`config.mk`:
```
export PLATFORM = sky130hd
export DESIGN_NAME = dcache_responder
export DESIGN_NICKNAME = d
export VERILOG_FILES = /design/src/rtl/dcache_types.sv /design/src/rtl/dcache_array.sv /design/src/rtl/dcache_responder.sv
export SDC_FILE = /design/constraint.sdc
export NUM_CORES = 2
export LEC_CHECK = 0
export ABC_AREA = 0
export ABC_CLOCK_PERIOD_IN_PS = 5300
export CAP_MARGIN = 20
export CORE_AREA = 10 10 409 411
export DETAILED_ROUTE_END_ITERATION = 8
export DIE_AREA = 0 0 419 421
export PLACE_DENSITY = 0.8
export SLEW_MARGIN = 30
export SYNTH_ARGS = -nofsm -noshare
export SYNTH_HDL_FRONTEND = slang
export SYNTH_HIERARCHICAL = 1
export SYNTH_SLANG_ARGS = --single-unit
```
`constraint.sdc`:
```
create_clock -name clk -period 5.3 [get_ports clk]
set_clock_uncertainty 0.15 [all_clocks]
set_input_delay 0.795 -clock clk [delete_from_list [all_inputs] [get_ports clk]]
set_output_delay 0.795 -clock clk [all_outputs]
set_load 0.1 [all_outputs]
```
`src/rtl/dcache_types.sv`:
```
// Shared types and geometry for the direct-mapped, write-back data cache.
package dcache_types;
  localparam int S_OFFSET = 5;
  localparam int S_INDEX  = 3;
  localparam int S_TAG    = 32 - S_OFFSET - S_INDEX;
  localparam int SETS     = 1 << S_INDEX;

  typedef enum logic [1:0] {
    CHECK,
    WRITEBACK,
    FILL
  } dcache_state_t;

  typedef logic [S_TAG-1:0]   tag_t;
  typedef logic [S_INDEX-1:0] index_t;
  typedef logic [255:0]       line_t;
endpackage

```
`src/rtl/dcache_array.sv`:
```
// Flip-flop storage array with combinational read and lane-masked write;
// optionally cleared by the asynchronous reset (used for valid/dirty bits).
module dcache_array #(
  parameter int WIDTH       = 1,
  parameter int DEPTH       = 8,
  parameter int MASK_W      = 1,
  parameter bit ASYNC_RESET = 1'b0,
  localparam int AW         = $clog2(DEPTH),
  localparam int LANE       = WIDTH / MASK_W
) (
  input  logic              clk,
  input  logic              rst,
  input  logic              we,
  input  logic [AW-1:0]     addr,
  input  logic [MASK_W-1:0] wmask,
  input  logic [WIDTH-1:0]  wdata,
  output logic [WIDTH-1:0]  rdata
);
  logic [WIDTH-1:0] mem [DEPTH];

  assign rdata = mem[addr];

  generate
    if (ASYNC_RESET) begin : g_rst
      always_ff @(posedge clk or posedge rst) begin
        if (rst) begin
          for (int d = 0; d < DEPTH; d++) mem[d] <= '0;
        end else if (we) begin
          for (int i = 0; i < MASK_W; i++)
            if (wmask[i]) mem[addr][i*LANE +: LANE] <= wdata[i*LANE +: LANE];
        end
      end
    end else begin : g_norst
      logic unused_rst;
      assign unused_rst = rst;
      always_ff @(posedge clk) begin
        if (we) begin
          for (int i = 0; i < MASK_W; i++)
            if (wmask[i]) mem[addr][i*LANE +: LANE] <= wdata[i*LANE +: LANE];
        end
      end
    end
  endgenerate
endmodule

```
`src/rtl/dcache_responder.sv`:
```
// MEM-stage data cache: direct-mapped, write-back, write-allocate, with a
// 256-bit line-granular pmem port. Hits complete in the cycle they are seen.
module dcache_responder
  import dcache_types::*;
(
  input  logic         clk,
  input  logic         rst,
  input  logic [31:0]  mem_address,
  input  logic         mem_read,
  input  logic         mem_write,
  input  logic [31:0]  mem_wdata,
  input  logic [3:0]   mem_byte_enable,
  output logic [31:0]  mem_rdata,
  output logic         mem_resp,
  output logic [31:0]  pmem_address,
  output logic         pmem_read,
  output logic         pmem_write,
  output logic [255:0] pmem_wdata,
  input  logic [255:0] pmem_rdata,
  input  logic         pmem_resp
);
  dcache_state_t state;
  tag_t   req_tag, miss_tag, tag_q;
  index_t req_index, miss_index, arr_index;
  logic [2:0]  word;
  line_t line_q, data_wdata;
  logic [31:0] data_mask, hit_mask;
  logic valid_q, dirty_q, hit, req, write_hit, fill_done;
  logic unused_bits;

  assign req_tag     = mem_address[31:8];
  assign req_index   = mem_address[7:5];
  assign word        = mem_address[4:2];
  assign unused_bits = ^mem_address[1:0];

  // During a miss the arrays are addressed by the latched miss index.
  assign arr_index = (state == CHECK) ? req_index : miss_index;
  assign req       = mem_read | mem_write;
  assign hit       = valid_q && (tag_q == req_tag);
  assign mem_resp  = (state == CHECK) && req && hit;
  assign write_hit = mem_resp && mem_write;
  assign fill_done = (state == FILL) && pmem_resp;

  assign mem_rdata  = line_q[{word, 5'b0} +: 32];
  assign hit_mask   = {28'b0, mem_byte_enable} << {word, 2'b00};
  assign data_mask  = fill_done ? '1 : hit_mask;
  assign data_wdata = fill_done ? pmem_rdata : {8{mem_wdata}};

  assign pmem_wdata   = line_q;
  assign pmem_address = (state == WRITEBACK) ? {tag_q, miss_index, {S_OFFSET{1'b0}}}
                                             : {miss_tag, miss_index, {S_OFFSET{1'b0}}};

  dcache_array #(.WIDTH(1), .DEPTH(SETS), .MASK_W(1), .ASYNC_RESET(1'b1)) u_valid (
    .clk(clk), .rst(rst), .we(fill_done), .addr(arr_index), .wmask(1'b1),
    .wdata(1'b1), .rdata(valid_q));

  dcache_array #(.WIDTH(1), .DEPTH(SETS), .MASK_W(1), .ASYNC_RESET(1'b1)) u_dirty (
    .clk(clk), .rst(rst), .we(fill_done | (write_hit & |mem_byte_enable)),
    .addr(arr_index), .wmask(1'b1), .wdata(~fill_done), .rdata(dirty_q));

  dcache_array #(.WIDTH(S_TAG), .DEPTH(SETS), .MASK_W(1), .ASYNC_RESET(1'b0)) u_tag (
    .clk(clk), .rst(rst), .we(fill_done), .addr(arr_index), .wmask(1'b1),
    .wdata(miss_tag), .rdata(tag_q));

  dcache_array #(.WIDTH(256), .DEPTH(SETS), .MASK_W(32), .ASYNC_RESET(1'b0)) u_data (
    .clk(clk), .rst(rst), .we(fill_done | write_hit), .addr(arr_index),
    .wmask(data_mask), .wdata(data_wdata), .rdata(line_q));

  always_ff @(posedge clk or posedge rst) begin
    if (rst) begin
      state      <= CHECK;
      pmem_read  <= 1'b0;
      pmem_write <= 1'b0;
      miss_tag   <= '0;
      miss_index <= '0;
    end else begin
      case (state)
        CHECK: begin
          if (req && !hit) begin
            miss_tag   <= req_tag;
            miss_index <= req_index;
            if (valid_q && dirty_q) begin
              state      <= WRITEBACK;
              pmem_write <= 1'b1;
            end else begin
              state     <= FILL;
              pmem_read <= 1'b1;
            end
          end
        end
        WRITEBACK: begin
          if (pmem_resp) begin
            pmem_write <= 1'b0;
            pmem_read  <= 1'b1;
            state      <= FILL;
          end
        end
        FILL: begin
          if (pmem_resp) begin
            pmem_read <= 1'b0;
            state     <= CHECK;
          end
        end
        default: state <= CHECK;
      endcase
    end
  end

  // A simultaneous read and write is serviced as a write.
  rw_exclusive: assert property (@(posedge clk) disable iff (rst) !(mem_read && mem_write))
    else $warning("dcache_responder: mem_read and mem_write both high, serviced as write");
endmodule

```
==> report_table.html <==
<table>
<tr><th>Metric</th><th>Value</th></tr>
<tr><th colspan="2">Clock tree</th></tr>
<tr><td>Total clock sinks</td><td>2287</td></tr>
<tr><td>H-tree depth reported by CTS</td><td>4</td></tr>
<tr><td>Hold-fix buffers at CTS</td><td>0</td></tr>
<tr><td>CTS root buf</td><td>sky130_fd_sc_hd__clkbuf_16</td></tr>
<tr><td>Number of clock buffers inserted by TritonCTS</td><td>217</td></tr>
<tr><td>Clock tree from TritonCTS</td><td>built</td></tr>
<tr><td>Worst-skew pair later-pin latency</td><td>~0.86 ns</td></tr>
<tr><td>Clk slew on worst S/H paths</td><td>about 0.070 ns</td></tr>
<tr><td>CTS Buffer Depth</td><td>3</td></tr>
<tr><th colspan="2">Synthesis</th></tr>
<tr><td>Top-area cell type share of the netlist area</td><td>between 70 and 80%</td></tr>
<tr><td>Cell type with the largest total area after synthesis</td><td>sky130_fd_sc_hd__edfxtp_1</td></tr>
<tr><td>Post-synthesis async set-or-reset flop share</td><td>between 2 and 2.5%</td></tr>
<tr><td>Unique masters post-synth</td><td>47</td></tr>
<tr><td>Cell count after synthesis</td><td>4327</td></tr>
<tr><td>Count of flip-flops with a built-in enable after synthesis</td><td>approximately 2200</td></tr>
<tr><td>Yosys warnings</td><td>6</td></tr>
<tr><td>Netlist area before placement</td><td>~93000 um^2</td></tr>
<tr><td>Dominant synthesized flop cell</td><td>sky130_fd_sc_hd__edfxtp_1</td></tr>
<tr><td>Largest cells by area after synthesis</td><td>sky130_fd_sc_hd__edfxtp_1 (72%), sky130_fd_sc_hd__mux4_2 (11%), sky130_fd_sc_hd__mux2_2 (4.3%), sky130_fd_sc_hd__mux4_1 (4.3%), sky130_fd_sc_hd__a21o_1 (2.1%)</td></tr>
<tr><td>Post-synthesis sequential area ratio</td><td>73.32%</td></tr>
<tr><td>Syn_area_per_cell</td><td>approximately 22 um^2</td></tr>
<tr><td>Seq cells post-synth</td><td>about 2300</td></tr>
<tr><th colspan="2">GRT</th></tr>
<tr><td>Antenna violations before repair</td><td>27</td></tr>
<tr><td>Met3 GRT Util</td><td>under 10%</td></tr>
<tr><td>Largest net degree at the start of global routing</td><td>roughly 130</td></tr>
<tr><td>Met1 Use GR</td><td>between 40% and 50%</td></tr>
<tr><td>Number of global-route vias before repair</td><td>~54000</td></tr>
<tr><td>Most Crowded Layer GR</td><td>met2</td></tr>
<tr><td>Wire length of the first global-routing pass</td><td>between 400000 and 500000 um</td></tr>
<tr><td>Met2 layer usage reported by global route</td><td>between 50% and 60%</td></tr>
<tr><td>Total track usage</td><td>between 30% and 40%</td></tr>
<tr><td>Total overflow reported by the global router</td><td>0</td></tr>
<tr><th colspan="2">Timing</th></tr>
<tr><td>Post-route clock period utilization</td><td>101.4%</td></tr>
<tr><td>Max Slew Vio Count</td><td>0</td></tr>
<tr><td>Highest attainable clock frequency</td><td>~190 MHz</td></tr>
<tr><td>Clock period minus worst slack</td><td>5.373 ns</td></tr>
<tr><td>Slew HR</td><td>24.24%</td></tr>
<tr><td>Worst hold margin</td><td>roughly 0.27 ns</td></tr>
<tr><td>Setup-violating endpoint count in the final report</td><td>14</td></tr>
<tr><td>RSZ-0062 raised after global routing</td><td>true</td></tr>
<tr><td>Final hold violations</td><td>0</td></tr>
<tr><td>Measured slew at the worst slew-check pin</td><td>approximately 1.1 ns</td></tr>
<tr><td>Minimum setup slack in the final design</td><td>-0.07287 ns</td></tr>
<tr><th colspan="2">Hold path</th></tr>
<tr><td>Worst min path class</td><td>in2async</td></tr>
<tr><th colspan="2">Drt</th></tr>
<tr><td>Routed len/inst</td><td>roughly 37 um</td></tr>
<tr><td>Vias per cell</td><td>6.661</td></tr>
<tr><td>Number of routed nets with antenna violations</td><td>0</td></tr>
<tr><td>Number of DRC violations after detailed-routing iteration 0</td><td>roughly 8000</td></tr>
<tr><td>Drc violations</td><td>0</td></tr>
<tr><td>Number of detailed-route iterations in the first pass</td><td>6</td></tr>
<tr><td>Post-Route WL</td><td>between 300000 and 400000 um</td></tr>
<tr><td>Vias after detailed routing</td><td>around 54000</td></tr>
<tr><th colspan="2">Critical path</th></tr>
<tr><td>Signal arrival time at the worst endpoint</td><td>~4.4 ns</td></tr>
<tr><td>Worst path buffer plus inverter count</td><td>4</td></tr>
<tr><td>Crit path max-delay family</td><td>multiplexers</td></tr>
<tr><td>Element type at the critical path start</td><td>register</td></tr>
<tr><td>Worst Path Class, Setup</td><td>reg2out</td></tr>
<tr><td>Most numerous cell on the critical path</td><td>sky130_fd_sc_hd__buf_12</td></tr>
<tr><td>CP max FO</td><td>6</td></tr>
<tr><td>Critical Path End Type</td><td>primary output</td></tr>
<tr><td>Critical Path, Cell by Cell</td><td>nor2_4 &gt; mux2_8 &gt; buf_12 &gt; buf_16 &gt; buf_12 &gt; mux4_2 &gt; mux2_4 &gt; mux4_2 &gt; mux2_4 &gt; buf_12</td></tr>
<tr><td>Largest stage delay, worst path</td><td>0.69 ns</td></tr>
<tr><td>Slowest-stage cell, CP</td><td>sky130_fd_sc_hd__mux4_2</td></tr>
<tr><td>Data required time at the worst endpoint</td><td>between 4 and 5 ns</td></tr>
<tr><th colspan="2">Place</th></tr>
<tr><td>Worst setup slack before clock tree synthesis</td><td>-0.1619 ns</td></tr>
<tr><td>Final weighted congestion of routability-driven global placement</td><td>slightly below 0.9</td></tr>
<tr><td>Number of port buffers</td><td>644</td></tr>
<tr><td>Final HPWL from detailed placement</td><td>~200000 um</td></tr>
<tr><th colspan="2">Floorplan</th></tr>
<tr><td>Floorplan Core Area</td><td>between 150000 and 200000 um^2</td></tr>
<tr><td>I/O Pins</td><td>652</td></tr>
<tr><td># rows</td><td>between 100 and 150</td></tr>
<tr><td>Full die area</td><td>roughly 180000 um^2</td></tr>
<tr><td>Die Height</td><td>between 400 and 500 um</td></tr>
<tr><td>Die X-Extent</td><td>between 400 and 500 um</td></tr>
<tr><td>Starting density of the core</td><td>about three fifths</td></tr>
<tr><th colspan="2">Final layout</th></tr>
<tr><td>Fraction of layout instances using a drive strength above 1</td><td>between 40% and 50%</td></tr>
<tr><td>Share of the core filled with cells in the final layout</td><td>between 70% and 80%</td></tr>
<tr><td>Post-layout nets</td><td>6102</td></tr>
<tr><td>Syn-to-layout area delta</td><td>27.67%</td></tr>
<tr><th colspan="2">Run</th></tr>
<tr><td>Count of max-cap constraint violations</td><td>0</td></tr>
<tr><th colspan="2">Outcome</th></tr>
<tr><td>Result of the run</td><td>finished, violations left</td></tr>
<tr><td>Violations in the final reports</td><td>setup timing</td></tr>
</table>
## placed cells by master (no fill, tap or decap), types with 22 or more instances in the layout
master                               n
sky130_fd_sc_hd__mux4_1            122
sky130_fd_sc_hd__clkinv_2           39
sky130_fd_sc_hd__buf_12            335
sky130_fd_sc_hd__edfxtp_1         2240
sky130_fd_sc_hd__dfrtp_1            46
sky130_fd_sc_hd__nor2_1            269
sky130_fd_sc_hd__mux4_2            504
sky130_fd_sc_hd__clkbuf_1           43
sky130_fd_sc_hd__clkdlybuf4s50_1   328
sky130_fd_sc_hd__diode_2            22
sky130_fd_sc_hd__clkbuf_16         225
sky130_fd_sc_hd__clkinv_1           46
sky130_fd_sc_hd__bufinv_16          27
sky130_fd_sc_hd__o21ai_0            35
sky130_fd_sc_hd__mux2_4            138
sky130_fd_sc_hd__nand2_1            42
sky130_fd_sc_hd__mux2_2            236
sky130_fd_sc_hd__buf_4             789
sky130_fd_sc_hd__a21o_1            256
## registers in the layout, summed over array words and instances (netlist names)
| signal | cells |
|---|---|
| u_data/mem | 2048 |
| u_tag/mem | 192 |
| miss_tag | 24 |
| u_dirty/mem | 8 |
| u_valid/mem | 8 |
| miss_index | 3 |
| state | 2 |
| pmem_read | 1 |
| pmem_write | 1 |
## cells in the mapped netlist, types with 2 or more instances
cell and n:
sky130_fd_sc_hd__nor4_1 3, sky130_fd_sc_hd__nand2_1 46, sky130_fd_sc_hd__nand3_1 7, sky130_fd_sc_hd__nor3_1 7
sky130_fd_sc_hd__buf_8 7, sky130_fd_sc_hd__buf_4 5, sky130_fd_sc_hd__a21o_1 256, sky130_fd_sc_hd__mux2_4 20
sky130_fd_sc_hd__xnor2_1 13, sky130_fd_sc_hd__edfxtp_1 2240, sky130_fd_sc_hd__dfrtp_1 47, sky130_fd_sc_hd__nand4_1 3
sky130_fd_sc_hd__and2_1 32, sky130_fd_sc_hd__nand3b_1 6, sky130_fd_sc_hd__mux2_2 356, sky130_fd_sc_hd__nand2b_1 13
sky130_fd_sc_hd__o21ai_0 35, sky130_fd_sc_hd__clkbuf_1 156, sky130_fd_sc_hd__o211ai_1 3, sky130_fd_sc_hd__xor2_1 11
sky130_fd_sc_hd__buf_6 58, sky130_fd_sc_hd__inv_1 4, sky130_fd_sc_hd__mux2i_1 3, sky130_fd_sc_hd__nor2_1 279
sky130_fd_sc_hd__buf_2 25, sky130_fd_sc_hd__mux2_1 7, sky130_fd_sc_hd__buf_1 38, sky130_fd_sc_hd__conb_1 2
sky130_fd_sc_hd__or3b_2 3, sky130_fd_sc_hd__mux4_2 475, sky130_fd_sc_hd__mux4_1 151
## routing by layer
| metal | wire length, um | part of all wire, % |
|---|---|---|
| met5 | 120 | 0.040 |
| met1 | 95310 | 32 |
| met4 | 29340 | 9.7 |
| met3 | 35190 | 12 |
| met2 | 142100 | 47 |
## metrics by stage
| stage | cell area, um^2 | TNS (ns) | instances |
|---|---|---|---|
| after floorplan | 93410 | 0 | 4344 |
| after global placement | 110400 | -47.55 | 7578 |
| after detailed placement | 110500 | -83.18 | 7579 |
| after CTS | 118600 | -0.4541 | 8026 |
| after global routing | 119200 | -2.882 | 8065 |
| final | 119200 | -0.3591 | 8072 |
## path summary, 6_finish.rpt
check | startpoint | to | slack [ns] | depth (start not counted)
min | rst | miss_tag[15]$_DFFE_PP0P_ | 0.27 | 2
min reg2reg | u_dirty/mem[6]$_DFFE_PP0P_ | u_dirty/mem[6]$_DFFE_PP0P_ | 0.36 | 1
min in group clk | u_dirty/mem[6]$_DFFE_PP0P_ | u_dirty/mem[6]$_DFFE_PP0P_ | 0.36 | 1
max | state[1]$_DFFE_PP0P_ | mem_rdata[19] | -0.07 | 10
max in group asynchronous | rst | state[1]$_DFFE_PP0P_ | 4.06 | 3
max reg2reg | state[1]$_DFFE_PP0P_ | u_data/mem[4][28]$_DFFE_PP_ | 0.07 | 19
## worst reg2reg max path, cell delays in order, from the launching register on
cell and delay (ns):
sky130_fd_sc_hd__dfrtp_2 0.43, sky130_fd_sc_hd__nor2_4 0.16, sky130_fd_sc_hd__mux2_8 0.42, sky130_fd_sc_hd__buf_12 0.18, sky130_fd_sc_hd__buf_4 0.17, sky130_fd_sc_hd__buf_4 0.13
sky130_fd_sc_hd__mux4_2 0.43, sky130_fd_sc_hd__mux2_4 0.32, sky130_fd_sc_hd__xnor2_2 0.16, sky130_fd_sc_hd__nand4_1 0.13, sky130_fd_sc_hd__nor4_2 0.33, sky130_fd_sc_hd__nand4_2 0.14
sky130_fd_sc_hd__buf_4 0.16, sky130_fd_sc_hd__buf_4 0.12, sky130_fd_sc_hd__or2_1 0.32, sky130_fd_sc_hd__nand2_2 0.17, sky130_fd_sc_hd__buf_12 0.22, sky130_fd_sc_hd__nand2_1 0.27
sky130_fd_sc_hd__nor2_1 0.31, sky130_fd_sc_hd__buf_4 0.20
## area by class of cell
type	count	area, um^2
Sequential cell	2287	68440
Fill cell	8091	40300
Multi-Input combinational cell	1763	23870
Timing Repair Buffer	1499	16910
Clock buffer	269	5749
Tap cell	2086	2610
Clock inverter	141	1511
Antenna cell	22	55.05
Inverter	5	26.28
## cell families after synthesis
group | Yosys count | synth area share, %
AOI/OAI and AO/OA | 300 | 2.319
xor gates and xnor gates | 24 | 0.2252
buffers and inverters | 295 | 1.802
DFF | 2287 | 73.32
muxes | 1012 | 20.45
other | 2 | 0.008046
and+or+nand+nor | 407 | 1.877
## repair_timing
action | CTS | global route
resized for setup | 129 | 79
pin swaps | 7 | 5
cloned | 9 | 5
endpoints found under the setup margin | 33 | 33
setup buffers | 28 | 19
Power is not shown: default switching activity piles up to over one toggle a cycle in this logic, so the estimate is an artifact.
